### config.mk
export PLATFORM = sky130hd
export DESIGN_NAME = sent_rx_output_arbiter
export DESIGN_NICKNAME = d
export VERILOG_FILES = /design/src/rtl/sent_rx_pkg.sv /design/src/rtl/sent_rx_serial_hold.sv /design/src/rtl/sent_rx_output_arbiter.sv
export SDC_FILE = /design/constraint.sdc
export NUM_CORES = 1
export LEC_CHECK = 0
export ABC_AREA = 1
export BUFFER_PORTS_ARGS = -buffer_cell sky130_fd_sc_hd__buf_2
export CAP_MARGIN = 20
export CORE_ASPECT_RATIO = 0.8
export CORE_UTILIZATION = 56
export CTS_BUF_LIST = sky130_fd_sc_hd__clkbuf_2
export DETAILED_ROUTE_END_ITERATION = 7
export PLACE_DENSITY = 0.82
export SLEW_MARGIN = 25
export SYNTH_ARGS = -nofsm -noshare
export SYNTH_HDL_FRONTEND = slang
export SYNTH_HIERARCHICAL = 1
export SYNTH_SLANG_ARGS = --single-unit
### constraint.sdc
create_clock -name clk_rx -period 2.4 [get_ports clk_rx]
set_clock_uncertainty 0.1 [all_clocks]
set_input_delay 0.12 -clock clk_rx [delete_from_list [all_inputs] [get_ports clk_rx]]
set_output_delay 0.12 -clock clk_rx [all_outputs]
set_load 0.02 [all_outputs]
### src/rtl/sent_rx_pkg.sv
// Shared SENT RX definitions: output word tags and arbiter FSM states.
package sent_rx_pkg;

    typedef enum logic [1:0] {
        WT_FAST    = 2'b00,
        WT_SER_HDR = 2'b01,
        WT_SER_HI  = 2'b10,
        WT_SER_LO  = 2'b11
    } word_type_t;

    typedef enum logic [1:0] {
        IDLE,
        SER_HDR,
        SER_HI,
        SER_LO
    } arb_state_t;

endpackage

### src/rtl/sent_rx_serial_hold.sv
// One-deep holding register for validated serial messages, with a saturating drop counter.
module sent_rx_serial_hold
    import sent_rx_pkg::*;
#(
    parameter int unsigned OVF_W = 8
) (
    input  logic             clk_rx,
    input  logic             reset_rx,
    input  logic             serial_valid,
    input  logic [7:0]       serial_id,
    input  logic [15:0]      serial_data,
    input  logic             serial_enhanced,
    input  logic             hold_clear,
    output logic             hold_full,
    output logic [7:0]       hold_id,
    output logic [15:0]      hold_data,
    output logic             hold_enh,
    output logic [OVF_W-1:0] serial_drop_cnt
);

    logic do_load;
    logic do_drop;

    // A message arriving in the cycle the last word is issued replaces the old one.
    assign do_load = serial_valid && (!hold_full || hold_clear);
    assign do_drop = serial_valid && hold_full && !hold_clear;

    always_ff @(posedge clk_rx or negedge reset_rx) begin
        if (!reset_rx) begin
            hold_full       <= 1'b0;
            hold_id         <= '0;
            hold_data       <= '0;
            hold_enh        <= 1'b0;
            serial_drop_cnt <= '0;
        end else begin
            if (do_load) begin
                hold_full <= 1'b1;
                hold_id   <= serial_id;
                hold_data <= serial_data;
                hold_enh  <= serial_enhanced;
            end else if (hold_clear) begin
                hold_full <= 1'b0;
            end
            if (do_drop && (serial_drop_cnt != '1)) begin
                serial_drop_cnt <= serial_drop_cnt + 1'b1;
            end
        end
    end

endmodule

### src/rtl/sent_rx_output_arbiter.sv
// Arbitrates the RX output FIFO write port between fast-channel words and atomic
// 3-word serial messages, bounding fast bursts while a serial message waits.
module sent_rx_output_arbiter
    import sent_rx_pkg::*;
#(
    parameter int unsigned FAST_BURST = 4,
    parameter int unsigned OVF_W      = 8
) (
    input  logic             clk_rx,
    input  logic             reset_rx,
    input  logic             fast_valid,
    input  logic [11:0]      fast_data,
    output logic             fast_pop,
    input  logic             serial_valid,
    input  logic [7:0]       serial_id,
    input  logic [15:0]      serial_data,
    input  logic             serial_enhanced,
    input  logic             fifo_afull,
    output logic             write_enable_rx,
    output logic [11:0]      data_to_fifo_rx,
    output logic [1:0]       word_type,
    output logic [OVF_W-1:0] serial_drop_cnt
);

    localparam int unsigned BURST_W = $clog2(FAST_BURST + 1);
    localparam logic [BURST_W-1:0] BURST_MAX = BURST_W'(FAST_BURST);

    arb_state_t         state, state_nxt;
    logic [BURST_W-1:0] burst, burst_nxt;
    logic               grant_ok;
    logic               issue;
    logic [11:0]        word_nxt;
    word_type_t         type_nxt;
    logic               hold_clear;
    logic               hold_full;
    logic [7:0]         hold_id;
    logic [15:0]        hold_data;
    logic               hold_enh;

    sent_rx_serial_hold #(
        .OVF_W(OVF_W)
    ) u_hold (
        .clk_rx         (clk_rx),
        .reset_rx       (reset_rx),
        .serial_valid   (serial_valid),
        .serial_id      (serial_id),
        .serial_data    (serial_data),
        .serial_enhanced(serial_enhanced),
        .hold_clear     (hold_clear),
        .hold_full      (hold_full),
        .hold_id        (hold_id),
        .hold_data      (hold_data),
        .hold_enh       (hold_enh),
        .serial_drop_cnt(serial_drop_cnt)
    );

    // Gating with reset keeps fast_pop quiet while the block is held in reset.
    assign grant_ok = reset_rx && !fifo_afull;

    always_comb begin
        state_nxt  = state;
        burst_nxt  = burst;
        fast_pop   = 1'b0;
        issue      = 1'b0;
        word_nxt   = '0;
        type_nxt   = WT_FAST;
        hold_clear = 1'b0;
        unique case (state)
            IDLE: begin
                if (grant_ok) begin
                    if (hold_full && (!fast_valid || (burst == BURST_MAX))) begin
                        issue     = 1'b1;
                        word_nxt  = {2'b00, hold_enh, 1'b0, hold_id};
                        type_nxt  = WT_SER_HDR;
                        state_nxt = SER_HDR;
                    end else if (fast_valid) begin
                        fast_pop = 1'b1;
                        issue    = 1'b1;
                        word_nxt = fast_data;
                        type_nxt = WT_FAST;
                        if (!hold_full) begin
                            burst_nxt = '0;
                        end else if (burst != BURST_MAX) begin
                            burst_nxt = burst + 1'b1;
                        end
                    end
                end
            end
            SER_HDR: begin
                if (grant_ok) begin
                    issue     = 1'b1;
                    word_nxt  = {4'h0, hold_data[15:8]};
                    type_nxt  = WT_SER_HI;
                    state_nxt = SER_HI;
                end
            end
            SER_HI: begin
                if (grant_ok) begin
                    issue      = 1'b1;
                    word_nxt   = {4'h0, hold_data[7:0]};
                    type_nxt   = WT_SER_LO;
                    hold_clear = 1'b1;
                    state_nxt  = SER_LO;
                end
            end
            SER_LO: begin
                burst_nxt = '0;
                state_nxt = IDLE;
            end
            default: state_nxt = IDLE;
        endcase
    end

    always_ff @(posedge clk_rx or negedge reset_rx) begin
        if (!reset_rx) begin
            state           <= IDLE;
            burst           <= '0;
            write_enable_rx <= 1'b0;
            data_to_fifo_rx <= '0;
            word_type       <= '0;
        end else begin
            state           <= state_nxt;
            burst           <= burst_nxt;
            write_enable_rx <= issue;
            if (issue) begin
                data_to_fifo_rx <= word_nxt;
                word_type       <= type_nxt;
            end
        end
    end

endmodule

==> summary.md <==
| Metric | Value |
|---|---|
| Largest net degree at the start of global routing | 36 |
| CP Capture Type | output port |
| Synth area leader | dfrtp_1 |
| Clock Power Share | 12.6% |
| R2r endpoint | data_to_fifo_rx[9]$_DFFE_PN0P_ |
| Setup TNS | 0 ns |
| Net count, final | 525 |
| Reg clk slew, reported paths | 0.28 ns |
| Die Y | 66.41 um |
| DR WL/cell | between 10 and 15 um |
| Top cell type's share of synthesized area | between 40% and 50% |
| Overflow after GRT | 0 |
| Sequential share of power | 42.2% |
| Reg-to-reg slack, setup | 0.18 ns |
| Net Sw Frac | about 45% |
| Syn nets | 426 |
| Setup WS post-layout | 0.1796 ns |
| GP Congestion | 0.8543 |
| Post-DP HPWL | 4.857 mm |
| Tcrit/Tclk final | a little over 90% |
| Synth cell types | 28 |
| Register area share after synthesis | between 40% and 50% |
| Fillcell total | 397 |
| Post-Route WL | 7.386 mm |
| Crit path time final | 2.220 ns |
| First-pass GRT wire length | ~12 mm |
| Crit. Startpoint | state[1]$_DFFE_PN0P_ |
| Number of post-CTS setup repair buffers | 0 |
| CP max stage cell | dfrtp_1 |
| Pint | 2.084 mW |
| DRC | 0 |
| Max incr delay on CP | 0.49 ns |
| Pre-CTS WS | 0.3529 ns |
| DR vias | 2,828 |
| Share of cells above drive strength 1 | roughly 21% |
| Final setup fails | 0 |
| Port-buffer cells | 65 |
| Net Sw Power | 1.687 mW |
| Max-cap violation count | 0 |
| Max IR drop VDD | ~0.66 mV |
| GR Util All Layers | 29.12% |
| TritonCTS Buffers | 5 |
| Dpl cell area | approximately 0.0032 sq mm |
| Final hold violations | 0 |
| Starting density of the core | about 58% |
| Maximum clock insertion buffer count | 2 |
| CP Data Required Time | 2.18 ns |
| Crit Path Class | reg -> out |
| Floorplan Core Area | 0.005007 sq mm |
| IO Pins | 66 |
| Arrival @ worst endpoint | 2.00 ns |
| Clock sink count | 54 |
| Hold WS | around 0.042 ns |
| # rows | 23 |
| Maximum achievable frequency | 450.4 MHz |
| 1st-pass router iterations | 5 |
| Initial DRC Count | 194 |
| Status | completed |
| CTS H-Tree Depth | 2 |
| Number of routed nets with antenna violations | 0 |
| Worst setup endpoint | fast_pop |
| Slew HR | 67.05% |
| Syn Area/Cell | 7.723 sq um |
| Die Area | 0.005479 sq mm |
| RSZ-0062 raised after global routing | no |
| Gate power share | 45.2% |
| CTS Root Cell | clkbuf_2 |
| Post-Syn Instances | ~380 |
| Slew Limit Fails | 0 |
| RR Startpoint | burst[0]$_DFFE_PN0P_ |
| Vias in the first global route | about 2,600 |
| Syn-to-layout area delta | 26.28% |
| Leak | 1.989 nW |
| Delay-heaviest family, CP | flip-flops |
| Crit path cell chain | inv_1, ha_1, nand3_1, nor2_4, buf_2 |
| N_diodes | 0 |
| R2R cell count | 9 |
| Critical Path Fanout Max | 7 |
| Mapped Area | 0.002904 sq mm |
| Pwr dens | 1028 mW/mm^2 |
| Synth Register Bits | 54 |
| Worst Hold Class | in -> async |
| Initial antenna violation count | 0 |
| Measured slew at the worst slew-check pin | 0.4931 ns |
| Cell area after layout | 0.003667 sq mm |
| Setup crit start kind | flip-flop |
| Synth warn | 6 |
| Synth top area cells | dfrtp_1 (47%), nand2_1 (17%), nand3_1 (8.3%) |
| CP Buf/Inv Count | 2 |
| TritonCTS clock tree | done |
| Via density | 5.257 |
| Instance count on the critical path | 5 |
| Die W | 82.51 um |
| Util after Layout | 73.24% |
| Clk_lat worst skew | about 0.46 ns |
-- what timing repair did --
| action | in CTS | in global routing |
|---|---|---|
| resized for setup | 0 | 1 |
| endpoints found under the setup margin | 0 | 1 |
| hold buffers | 36 | 0 |
| endpoints found under the hold margin | 86 | 0 |
-- stage by stage --
step | cells | total power [mW]
floorplan | 376 | 2.740
global placement | 494 | 3.165
detailed placement | 494 | 3.236
CTS | 538 | 3.743
global route | 538 | 4.069
finish | 538 | 3.771
-- area by class of cell --
class / count / area (sq um) / area share [%]
well taps: 62 / 77.57 / 2.115
multi-input cells: 274 / 1316 / 35.89
clock inverters: 1 / 30.03 / 0.8188
clock buffers: 7 / 35.03 / 0.9553
repair buffers: 107 / 730.7 / 19.92
flip-flops and latches: 54 / 1351 / 36.85
inverters: 33 / 126.4 / 3.446
-- logic make-up (layout without fill, tap and decap cells) --
kind of cell / count (synthesis) / after routing / share of synthesized area (%)
xor gates and xnor gates: 2 / 2 / 0.6033
and+or+nand+nor: 250 / 250 / 38.17
DFF: 54 / 54 / 46.53
adders and majority gates: 8 / 8 / 3.447
AOI/OAI and AO/OA: 14 / 14 / 2.930
buffers and inverters: 48 / 148 / 8.315
-- worst register-to-register path: cells and delay by family, from the launching register on --
kind / cells / cell delay [ns]
flip-flops: 1 / 0.45
adder cells (fa/ha/maj): 1 / 0.18
buffers and inverters: 2 / 0.68
AND/OR/NAND/NOR: 6 / 0.79
-- cell usage in the layout, fill, tap and decap left out --
| master | netlist | layout |
|---|---|---|
| buf_2 | 7 | 65 |
| buf_4 | 3 | 6 |
| clkbuf_2 | 0 | 7 |
| nand4_1 | 14 | 14 |
| o21ai_1 | 3 | 3 |
| nor2_1 | 38 | 38 |
| o21ai_0 | 7 | 7 |
| o21ai_2 | 1 | 1 |
| or2_2 | 2 | 2 |
| xor2_1 | 1 | 1 |
| nand3b_1 | 4 | 4 |
| a21oi_1 | 2 | 2 |
| dfrtp_1 | 54 | 54 |
| nand3_2 | 2 | 2 |
| xnor2_1 | 1 | 1 |
| a21oi_4 | 1 | 1 |
| nand2_2 | 6 | 6 |
| ha_1 | 8 | 8 |
| inv_4 | 1 | 1 |
| inv_2 | 1 | 1 |
| inv_1 | 31 | 31 |
| nand2_1 | 131 | 131 |
| nor2_4 | 2 | 3 |
| nand3_1 | 48 | 48 |
| nor2_2 | 2 | 1 |
| dlygate4sd3_1 | 0 | 36 |
| bufinv_16 | 0 | 1 |
| nand2_4 | 1 | 1 |
-- worst min path at each step --
stage                 start                             end
4_1_cts        fast_data[0]  data_to_fifo_rx[0]$_DFFE_PN0P_
5_1_grt        fast_data[0]  data_to_fifo_rx[0]$_DFFE_PN0P_
6_report           reset_rx            burst[0]$_DFFE_PN0P_
3_3_place_gp       reset_rx            burst[0]$_DFFE_PN0P_
2_1_floorplan      reset_rx            burst[0]$_DFFE_PN0P_
3_5_place_dp       reset_rx            burst[0]$_DFFE_PN0P_
-- power groups by stage --
| stage | logic, mW | clock network (mW) | registers, mW |
|---|---|---|---|
| after CTS | 1.68 | 0.476 | 1.59 |
| after detailed placement | 1.63 | 0 | 1.61 |
| after floorplan | 1.00 | 0 | 1.74 |
| final | 1.70 | 0.475 | 1.59 |
| after global routing | 1.90 | 0.517 | 1.65 |
| after global placement | 1.56 | 0 | 1.60 |
-- synthesized netlist by cell type --
library cell and instances:
nand2_1 131, dfrtp_1 54, nand3_1 48, nor2_1 38, inv_1 31, nand4_1 14
ha_1 8, buf_2 7, o21ai_0 7, nand2_2 6, nand3b_1 4, buf_4 3
buf_6 3, o21ai_1 3, a21oi_1 2, nand3_2 2, nor2_2 2, nor2_4 2
or2_2 2, a21oi_4 1, buf_12 1, clkbuf_1 1, inv_2 1, inv_4 1
nand2_4 1, o21ai_2 1, xnor2_1 1, xor2_1 1
-- state kept, by name, summed over array words and instances (netlist names), 2 cells and up --
| signal | cells |
|---|---|
| burst | 3 |
| data_to_fifo_rx | 12 |
| state | 2 |
| u_hold/hold_data | 16 |
| u_hold/hold_id | 8 |
| u_hold/serial_drop_cnt | 8 |
| word_type | 2 |
-- routing by layer --
layer  global-route usage [%]  vias to the layer above  share of wire [%]
li1                         -                     1393                  -
met1                    41.10                     1305                 47
met2                    45.14                      118                 45
met3                    5.931                       12                6.8
met4                    8.405                        0                1.6
met5                        0                        -                  0
No activity file was read; power rests on OpenSTA's default activity.
